`src/rtl/note_display_sequencer.sv`:
```
// ---------------------------------------------------------------------------
// note_display_sequencer
//
// Feeds the note glyph drawer. Each accepted note gets the next slot on a
// COLS x ROWS grid. The note goes to the drawer with a one-cycle ld_note,
// and the block then waits out the drawer's fixed draw time. The block also
// owns full-screen clears: it drives its own pixel port while clr_active_o
// is high.
//
// Ports
//   clk_i, resetn_i        system clock, asynchronous active-low reset
//   note_valid_i           one-cycle strobe, note_in_i/octave_in_i valid
//   note_in_i, octave_in_i note code (1..12 = A..G#), octave code
//   clear_req_i            one-cycle screen clear request
//   ready_o                high only while idle (notes accepted)
//   note_o, octave_o       note/octave to the drawer, held between loads
//   x_o, y_o               slot origin to the drawer, held between loads
//   ld_note_o              one-cycle load pulse to the drawer
//   clr_active_o           clear sweep in progress
//   px_x_o, px_y_o         clear sweep pixel position
//   px_we_o, px_colour_o   clear sweep write enable and colour (black)
//
// state     | meaning
// ----------+-----------------------------------------------------------
// S_CLEAR   | sweep every pixel with colour 0, then reset the slot grid
// S_IDLE    | ready; wait for a note or a clear request
// S_LOAD    | one cycle: ld_note to the drawer with registered note/x/y
// S_DRAW    | wait DRAW_CYCLES for the drawer; latch any clear request
// S_ADVANCE | step to the next slot; clear on full grid or pending clear
// ---------------------------------------------------------------------------
module note_display_sequencer #(
   parameter int SLOT_W      = 40,
   parameter int ROW_H       = 14,
   parameter int COLS        = 4,
   parameter int ROWS        = 8,
   parameter int DRAW_CYCLES = 146,
   parameter int SCREEN_W    = 160,
   parameter int SCREEN_H    = 120
) (
   input  logic       clk_i,
   input  logic       resetn_i,
   input  logic       note_valid_i,
   input  logic [3:0] note_in_i,
   input  logic [1:0] octave_in_i,
   input  logic       clear_req_i,
   output logic       ready_o,
   output logic [3:0] note_o,
   output logic [1:0] octave_o,
   output logic [7:0] x_o,
   output logic [6:0] y_o,
   output logic       ld_note_o,
   output logic       clr_active_o,
   output logic [7:0] px_x_o,
   output logic [6:0] px_y_o,
   output logic       px_we_o,
   output logic [2:0] px_colour_o
);

   localparam int COL_W = $clog2(COLS);
   localparam int ROW_W = $clog2(ROWS);
   localparam int CNT_W = $clog2(DRAW_CYCLES);

   typedef enum logic [2:0] {
      S_CLEAR,
      S_IDLE,
      S_LOAD,
      S_DRAW,
      S_ADVANCE
   } state_t;

   state_t             state_q, state_d;
   logic [COL_W-1:0]   col_q, col_d;
   logic [ROW_W-1:0]   row_q, row_d;
   logic               pend_q, pend_d;
   logic [CNT_W-1:0]   cnt_q, cnt_d;
   logic [3:0]         note_q, note_d;
   logic [1:0]         oct_q, oct_d;
   logic [7:0]         x_q, x_d;
   logic [6:0]         y_q, y_d;
   logic               clr_q, clr_d;
   logic [7:0]         px_x_q, px_x_d;
   logic [6:0]         px_y_q, px_y_d;

   logic note_ok;
   logic col_last;
   logic row_last;

   assign note_ok  = (note_in_i >= 4'd1) && (note_in_i <= 4'd12);
   assign col_last = (col_q == COL_W'(COLS - 1));
   assign row_last = (row_q == ROW_W'(ROWS - 1));

   always_ff @(posedge clk_i or negedge resetn_i) begin
      if (!resetn_i) begin
         state_q <= S_CLEAR;
         col_q   <= '0;
         row_q   <= '0;
         pend_q  <= 1'b0;
         cnt_q   <= '0;
         note_q  <= '0;
         oct_q   <= '0;
         x_q     <= '0;
         y_q     <= '0;
         clr_q   <= 1'b0;
         px_x_q  <= '0;
         px_y_q  <= '0;
      end else begin
         state_q <= state_d;
         col_q   <= col_d;
         row_q   <= row_d;
         pend_q  <= pend_d;
         cnt_q   <= cnt_d;
         note_q  <= note_d;
         oct_q   <= oct_d;
         x_q     <= x_d;
         y_q     <= y_d;
         clr_q   <= clr_d;
         px_x_q  <= px_x_d;
         px_y_q  <= px_y_d;
      end
   end

   always_comb begin
      state_d = state_q;
      col_d   = col_q;
      row_d   = row_q;
      pend_d  = pend_q;
      cnt_d   = cnt_q;
      note_d  = note_q;
      oct_d   = oct_q;
      x_d     = x_q;
      y_d     = y_q;
      clr_d   = clr_q;
      px_x_d  = px_x_q;
      px_y_d  = px_y_q;

      unique case (state_q)
         S_CLEAR: begin
            if (!clr_q) begin
               // Only reachable straight out of reset: outputs must read 0
               // during reset, so the sweep starts on the first clock after.
               clr_d  = 1'b1;
               px_x_d = '0;
               px_y_d = '0;
            end else if (px_x_q == 8'(SCREEN_W - 1)) begin
               px_x_d = '0;
               if (px_y_q == 7'(SCREEN_H - 1)) begin
                  state_d = S_IDLE;
                  clr_d   = 1'b0;
                  px_y_d  = '0;
                  col_d   = '0;
                  row_d   = '0;
                  pend_d  = 1'b0;
               end else begin
                  px_y_d = px_y_q + 7'd1;
               end
            end else begin
               px_x_d = px_x_q + 8'd1;
            end
         end

         S_IDLE: begin
            if (clear_req_i) begin
               state_d = S_CLEAR;
               clr_d   = 1'b1;
               px_x_d  = '0;
               px_y_d  = '0;
            end else if (note_valid_i && note_ok) begin
               state_d = S_LOAD;
               note_d  = note_in_i;
               oct_d   = octave_in_i;
               x_d     = 8'(int'(col_q) * SLOT_W);
               y_d     = 7'(int'(row_q) * ROW_H);
            end
         end

         S_LOAD: begin
            state_d = S_DRAW;
            cnt_d   = CNT_W'(DRAW_CYCLES - 1);
            if (clear_req_i) pend_d = 1'b1;
         end

         S_DRAW: begin
            if (clear_req_i) pend_d = 1'b1;
            if (cnt_q == '0) begin
               state_d = S_ADVANCE;
            end else begin
               cnt_d = cnt_q - CNT_W'(1);
            end
         end

         S_ADVANCE: begin
            if (col_last) begin
               col_d = '0;
               row_d = row_last ? '0 : row_q + ROW_W'(1);
            end else begin
               col_d = col_q + COL_W'(1);
            end
            if ((col_last && row_last) || pend_q) begin
               state_d = S_CLEAR;
               clr_d   = 1'b1;
               px_x_d  = '0;
               px_y_d  = '0;
            end else begin
               state_d = S_IDLE;
            end
         end

         default: begin
            state_d = S_CLEAR;
            clr_d   = 1'b0;
         end
      endcase
   end

   assign ready_o      = (state_q == S_IDLE);
   assign ld_note_o    = (state_q == S_LOAD);
   assign note_o       = note_q;
   assign octave_o     = oct_q;
   assign x_o          = x_q;
   assign y_o          = y_q;
   assign clr_active_o = clr_q;
   assign px_we_o      = clr_q;
   assign px_x_o       = px_x_q;
   assign px_y_o       = px_y_q;
   assign px_colour_o  = 3'b000;

endmodule

```
`config.mk`:
```
export PLATFORM = sky130hd
export DESIGN_NAME = note_display_sequencer
export DESIGN_NICKNAME = d
export VERILOG_FILES = /design/src/rtl/note_display_sequencer.sv
export SDC_FILE = /design/constraint.sdc
export NUM_CORES = 1
export LEC_CHECK = 0
export CORE_UTILIZATION = 35
export CTS_CLUSTER_DIAMETER = 100
export CTS_CLUSTER_SIZE = 30
export DETAILED_ROUTE_END_ITERATION = 10
export GPL_ROUTABILITY_DRIVEN = 1
export GPL_TIMING_DRIVEN = 0
export SLEW_MARGIN = 20
export SYNTH_ARGS = -nofsm -noshare
export SYNTH_HDL_FRONTEND = slang
export SYNTH_SLANG_ARGS = --single-unit
```
`constraint.sdc`:
```
create_clock -name clk_i -period 2.2 [get_ports clk_i]
set_clock_uncertainty 0.1 [all_clocks]
set_input_delay 0.44 -clock clk_i [delete_from_list [all_inputs] [get_ports clk_i]]
set_output_delay 0.44 -clock clk_i [all_outputs]
set_load 0.02 [all_outputs]
```
==> results of run 1 <==
-- cells in the mapped netlist (7+ instances only) --
library cell	instances	area share (%)
dfrtp_1	47	42
o21ai_0	17	3.1
mux2_2	15	6.1
inv_1	14	1.9
nor2_1	14	1.9
buf_4	12	3.3
ha_1	11	5.0
nand2_1	11	1.5
nand3_1	11	2.0
a21oi_1	9	1.6
nand2b_1	9	2.0
nor2b_1	7	1.6
-- layer usage --
metal	part of all wire, %	vias to the layer above
li1	-	1114
met1	47	1115
met2	48	45
met3	3.9	8
met4	1.3	0
met5	0	-
-- kinds of logic (layout without fill, tap and decap cells) --
group	Yosys count	in the layout	share of synthesized area (%)
xor gates and xnor gates	3	3	0.949
AOI/OAI and AO/OA	64	64	16.3
adders and majority gates	14	14	7.14
and+or+nand+nor	90	90	18.7
muxes	19	19	7.59
other	1	8	0.135
DFF	47	47	42.5
buffers and inverters	34	93	6.68
-- through the flow --
stage / worst slack [ns] / area (sq um) / hold slack [ns]
global placement: -0.856 / 3360 / 0.378
floorplan: 0.0615 / 2800 / 0.0444
CTS: 0.00921 / 3600 / 0.0514
global route: 0.00317 / 3640 / 0.0735
finish: 0.0733 / 3640 / 0.0289
detailed placement: -0.463 / 3380 / 0.382
-- timing repair --
| action | CTS | global route |
|---|---|---|
| hold endpoints to repair | 0 | 0 |
| gates cloned | 1 | 0 |
| endpoints found under the setup margin | 22 | 13 |
| pin swaps | 5 | 4 |
| buffers inserted | 6 | 0 |
| hold buffers | 0 | 0 |
| resized for setup | 19 | 16 |
-- area by class of cell --
cell class                 instances  area (sq um)  share of cell area [%]
clock buffer                       6          72.6                    1.99
inverter                          14          52.6                    1.44
clock inverter                     1          30.0                   0.824
sequential                        47          1180                    32.4
multi-input combinational        198          1490                    40.9
tap                              102           128                    3.50
buffer                            20           156                    4.29
timing repair buffer              52           534                    14.7
-- critical path: stages, from the launching register on --
cell,delay [ns]
dfrtp_2,0.46
fa_1,0.49
ha_2,0.21
fa_2,0.33
xor2_1,0.14
mux2_1,0.27
-- final timing paths --
kind,end,slack [ns],cells past startpoint,startpoint
max,y_o[5],0.07,5,row_q[1]
min in group clk_i,y_o[5],0.41,1,y_o[5]
min reg2reg,y_o[5],0.41,1,y_o[5]
max in group asynchronous,clr_active_o,1.44,2,resetn_i
max reg2reg,y_o[5],0.07,5,row_q[1]
min,row_q[2],0.03,1,resetn_i
-- power breakdown --
part / switching (W) / internal, W / total [W]
Sequential: 0.00000209 / 0.000867 / 0.000869
Combinational: 0.0000468 / 0.0000370 / 0.0000837
Clock: 0.000292 / 0.000334 / 0.000625
Total: 0.000340 / 0.00124 / 0.00158
-- sequential cells by signal, summed over array words and instances, names as in the netlist --
name and flops:
cnt_q 8, px_x_o 8, px_y_o 7, y_o 6, note_o 4, row_q 3, state_q 3, col_q 2
octave_o 2, x_o 2, clr_active_o 1, pend_q 1
==> metrics.md, run 1 <==
| Metric | Value |
|---|---|
| Synth Flop Type | dfrtp_1 |
| CP max FO | 4 |
| Largest net degree at the start of global routing | 25 |
| Cell area power density | 433 nW/um^2 |
| ANT cells | 0 |
| Fmax | 470 MHz |
| Total power | 0.00158 W |
| Vias in the first global route | 2218 |
| Cell count after placement | 426 |
| Die Span Y | 91.0 um |
| Hold Crit Class | input port to asynchronous set/reset pin |
| Share of cells above drive strength 1 | 22.2% |
| Core footprint | 7690 sq um |
| Drt pass-1 iters | 4 |
| Number of fill cells in the layout | 740 |
| Worst path arrival time | 2.22 ns |
| Seq/Total Area, Yosys | 42.5% |
| Detailed Route Iter0 Violations | 123 |
| CTS tree | yes |
| Commonest cells after routing, fill and taps aside | dfrtp_1, clkdlybuf4s50_1, o21ai_0 |
| Final Critical Period | 2.13 ns |
| # rows | 32 |
| Clk_lat worst skew | 0.30 ns |
| First-pass GRT wire length | 10600 um |
| Met2 Use GR | 25.9% |
| Setup tns final | 0 ns |
| Register bit total from synthesis | 47 |
| RSZ-0062 raised after global routing | no |
| Post-Route WL | 6200 um |
| Fin crit share | 96.7% |
| Port bufs | 44 |
| Ports | 53 |
| Maxcap violations | 0 |
| Critical path class | register to register |
| Via count | 2282 |
| Startpoint type of the worst setup path | register |
| Leading cell type in the layout, fill and taps excluded | dfrtp_1 |
| DRC viols | 0 |
| Clock-pin transition on the worst setup and hold timing paths | 0.09 ns |
| DR vias/cell | 5.19 |
| Clk buf depth | 2 |
| Slew Viols, Final | 0 |
| Clk sink count | 47 |
| Tot GR Track Use | 15.7% |
| H-tree depth | 2 |
| Synth-to-Final Area Change | 31.6% |
| Final Hold Fails | 0 |
| DP Wirelength | 4320 um |
| Post-synthesis instance area | 2770 sq um |
| Yosys warns | 0 |
| Slew @ Worst Pin | 0.612 ns |
| Post-Synthesis Cells | 272 |
| Total Nets Final | 362 |
| Die extent in x | 91.0 um |
| Final setup fails | 0 |
| CP Capture Type | register |
| Met3 Resource Use GR | 3.27% |
| Fin cells | 440 |
| Antenna violations before repair | 0 |
| Leakage | 1.62 nW |
| Critical path required time | 2.30 ns |
| Final ANT Viol Nets | 0 |
| Async SR Flop Fraction | 100% |
| Synth cell types | 60 |
| Routed WL per cell | 14.1 um |
| Syn Area/Cell | 10.2 sq um |
| Relative slew slack | 59.2% |
| TritonCTS Buffers | 5 |
| Worst vdd ir | 240 uV |
| Root buffer cell | clkbuf_8 |
| Status | finished, final reports clean |
| Met1 Track Usage GR | 20.8% |
| Die area | 8270 sq um |
| Overflow after GRT | 0 |
| Core Util, Final | 47.4% |
| Gpl congestion | 0.753 |
| Post-synth EDFFs | 0 |
| Layer with the highest usage | met2 |
| Initial Util | 36.0% |
(Power assumes the default switching activity.)
==> run 2: changes to the inputs <==
--- a/config.mk
+++ b/config.mk
@@ -11,6 +11,7 @@
 export DETAILED_ROUTE_END_ITERATION = 10
 export GPL_ROUTABILITY_DRIVEN = 1
 export GPL_TIMING_DRIVEN = 0
+export SKIP_CTS_REPAIR_TIMING = 1
 export SLEW_MARGIN = 20
 export SYNTH_ARGS = -nofsm -noshare
 export SYNTH_HDL_FRONTEND = slang
==> run 2 against run 1 <==
Effect of this change: utilization is 0.57 points higher; non-clock buffer count is 2 higher; via count is 0.70% lower; largest cell class unchanged; largest power group unchanged.
==> metrics.md, run 2 (synthesized netlist as in run 1, its figures left out) <==
| Metric | Value |
|---|---|
| Leading cell type in the layout, fill and taps excluded | dfrtp_1 |
| Overflow after GRT | 0 |
| Critical path cell sequence | fa_1, ha_2, fa_2, xor2_1, mux2_1 |
| Slew Viols, Final | 0 |
| Crit-path max cell delay | 0.50 ns |
| Fin crit share | 97.5% |
| Die Span Y | 91.0 um |
| Reg2reg end | y_o[5] |
| Register-to-Register Path Depth | 5 |
| Drt pass-1 iters | 4 |
| CTS tree | yes |
| TritonCTS Buffers | 5 |
| Final Critical Period | 2.15 ns |
| Antenna violations before repair | 0 |
| Final ANT Viol Nets | 0 |
| Area occupied by multi-input gates | 1510 sq um |
| CP top delay family | adder cells |
| DRC viols | 0 |
| Total Nets Final | 364 |
| Clk buf depth | 2 |
| Number of fill cells in the layout | 737 |
| DR vias/cell | 5.13 |
| Fmax | 466 MHz |
| Port bufs | 44 |
| Startpoint type of the worst setup path | register |
| Synth-to-Final Area Change | 33.2% |
| Routed WL per cell | 13.9 um |
| Min Hold Slack | 0.0289 ns |
| Critical path class | register to register |
| Met3 Resource Use GR | 3.27% |
| First-pass GRT wire length | 10400 um |
| CP max FO | 5 |
| Clk sink count | 47 |
| Worst vdd ir | 242 uV |
| Leakage | 1.67 nW |
| Clk_lat worst skew | 0.30 ns |
| ANT cells | 0 |
| Core Util, Final | 48.0% |
| Combinational Power Share | 5.4% |
| H-tree depth | 2 |
| Root buffer cell | clkbuf_8 |
| Switching part of the total | 21.6% |
| Largest net degree at the start of global routing | 25 |
| Die area | 8270 sq um |
| Slew @ Worst Pin | 0.599 ns |
| Cell count after placement | 426 |
| Die extent in x | 91.0 um |
| Met2 Use GR | 25.6% |
| Initial Util | 36.0% |
| Slowest cell on the critical path | fa_1 |
| Clock-pin transition on the worst setup and hold timing paths | 0.09 ns |
| Fin cells | 442 |
| WP buf/inv | 0 |
| Gpl congestion | 0.753 |
| Met1 Track Usage GR | 20.3% |
| Sequential cell area | 1180 sq um |
| CP Capture Type | register |
| Post-Route WL | 6150 um |
| Ports | 53 |
| Cell area power density | 429 nW/um^2 |
| Core footprint | 7690 sq um |
| Maxcap violations | 0 |
| Layer with the highest usage | met2 |
| Internal power | 0.00124 W |
| Psw | 0.000342 W |
| Worst R2R Setup Slack | 0.05 ns |
| Hold Crit Class | input port to asynchronous set/reset pin |
| Relative slew slack | 60.1% |
| Design Area, Final | 3690 sq um |
| Clock power share | 39.6% |
| Via count | 2266 |
| Vias in the first global route | 2194 |
| Final setup fails | 0 |
| Setup tns final | 0 ns |
| Reg power frac | 55.0% |
| # rows | 32 |
| Tot GR Track Use | 15.5% |
| Worst path arrival time | 2.24 ns |
| DP Wirelength | 4320 um |
| Final Hold Fails | 0 |
| Commonest cells after routing, fill and taps aside | dfrtp_1, clkdlybuf4s50_1, buf_4 |
| Dpl cell area | 3380 sq um |
| Status | finished, final reports clean |
| R2r startpoint | row_q[1] |
| Share of cells above drive strength 1 | 22.4% |
| Critical path required time | 2.30 ns |
| Detailed Route Iter0 Violations | 110 |
==> run 2: cell type report <==
| cell class | instances | area share, % |
|---|---|---|
| clock buffer | 6 | 1.97 |
| tap | 102 | 3.46 |
| clock inverter | 1 | 0.814 |
| inverter | 14 | 1.42 |
| timing repair buffer | 54 | 15.3 |
| multi-input combinational | 198 | 40.8 |
| buffer | 20 | 4.24 |
| sequential | 47 | 32.0 |
==> run 2: per-layer routing <==
| layer | wire length (um) | vias up | part of all wire (%) |
|---|---|---|---|
| li1 | - | 1116 | - |
| met1 | 2900 | 1106 | 47 |
| met2 | 2980 | 39 | 48 |
| met3 | 220 | 5 | 3.6 |
| met4 | 48 | 0 | 0.78 |
| met5 | 0 | - | 0 |
==> run 2: power groups by stage <==
stage	combinational (W)	clock (W)	sequential [W]
2_1_floorplan	0.0000305	0	0.000892
3_3_place_gp	0.0000819	0	0.000887
3_5_place_dp	0.0000862	0	0.000886
4_1_cts	0.0000862	0.000638	0.000869
5_1_grt	0.0000936	0.000675	0.000870
6_report	0.0000849	0.000627	0.000869
==> run 2: worst register-to-register path, delay by kind of cell, from the launching register on <==
family	cells	cell delay (ns)
xor+xnor	1	0.14
fa+ha+maj	3	1.04
flops	1	0.48
mux	1	0.27
==> run 2: worst max-delay path by stage <==
stage | start | to | slack, ns | depth (start not counted)
final | row_q[1] | y_o[5] | 0.05 | 5
after global routing | row_q[1] | y_o[5] | -0.004 | 5
after CTS | state_q[1] | ld_note_o | -0.79 | 4
after detailed placement | note_in_i[2] | note_o[3] | -0.46 | 7
after global placement | resetn_i | cnt_q[3] | -0.86 | 1
after floorplan | row_q[0] | y_o[5] | 0.06 | 5
==> run 2: stage by stage <==
| stage | worst slack [ns] | total power (W) |
|---|---|---|
| after global routing | -0.00378 | 0.00164 |
| after global placement | -0.856 | 0.000968 |
| after detailed placement | -0.463 | 0.000973 |
| final | 0.0549 | 0.00158 |
| after CTS | -0.791 | 0.00159 |
| after floorplan | 0.0615 | 0.000922 |
==> run 3: changes to the inputs <==
--- a/config.mk
+++ b/config.mk
@@ -5,6 +5,7 @@
 export SDC_FILE = /design/constraint.sdc
 export NUM_CORES = 1
 export LEC_CHECK = 0
+export CAP_MARGIN = 20
 export CORE_UTILIZATION = 35
 export CTS_CLUSTER_DIAMETER = 100
 export CTS_CLUSTER_SIZE = 30
==> results of run 3 <==
No change in the layout: final DEF, timing and power equal those of run 2.
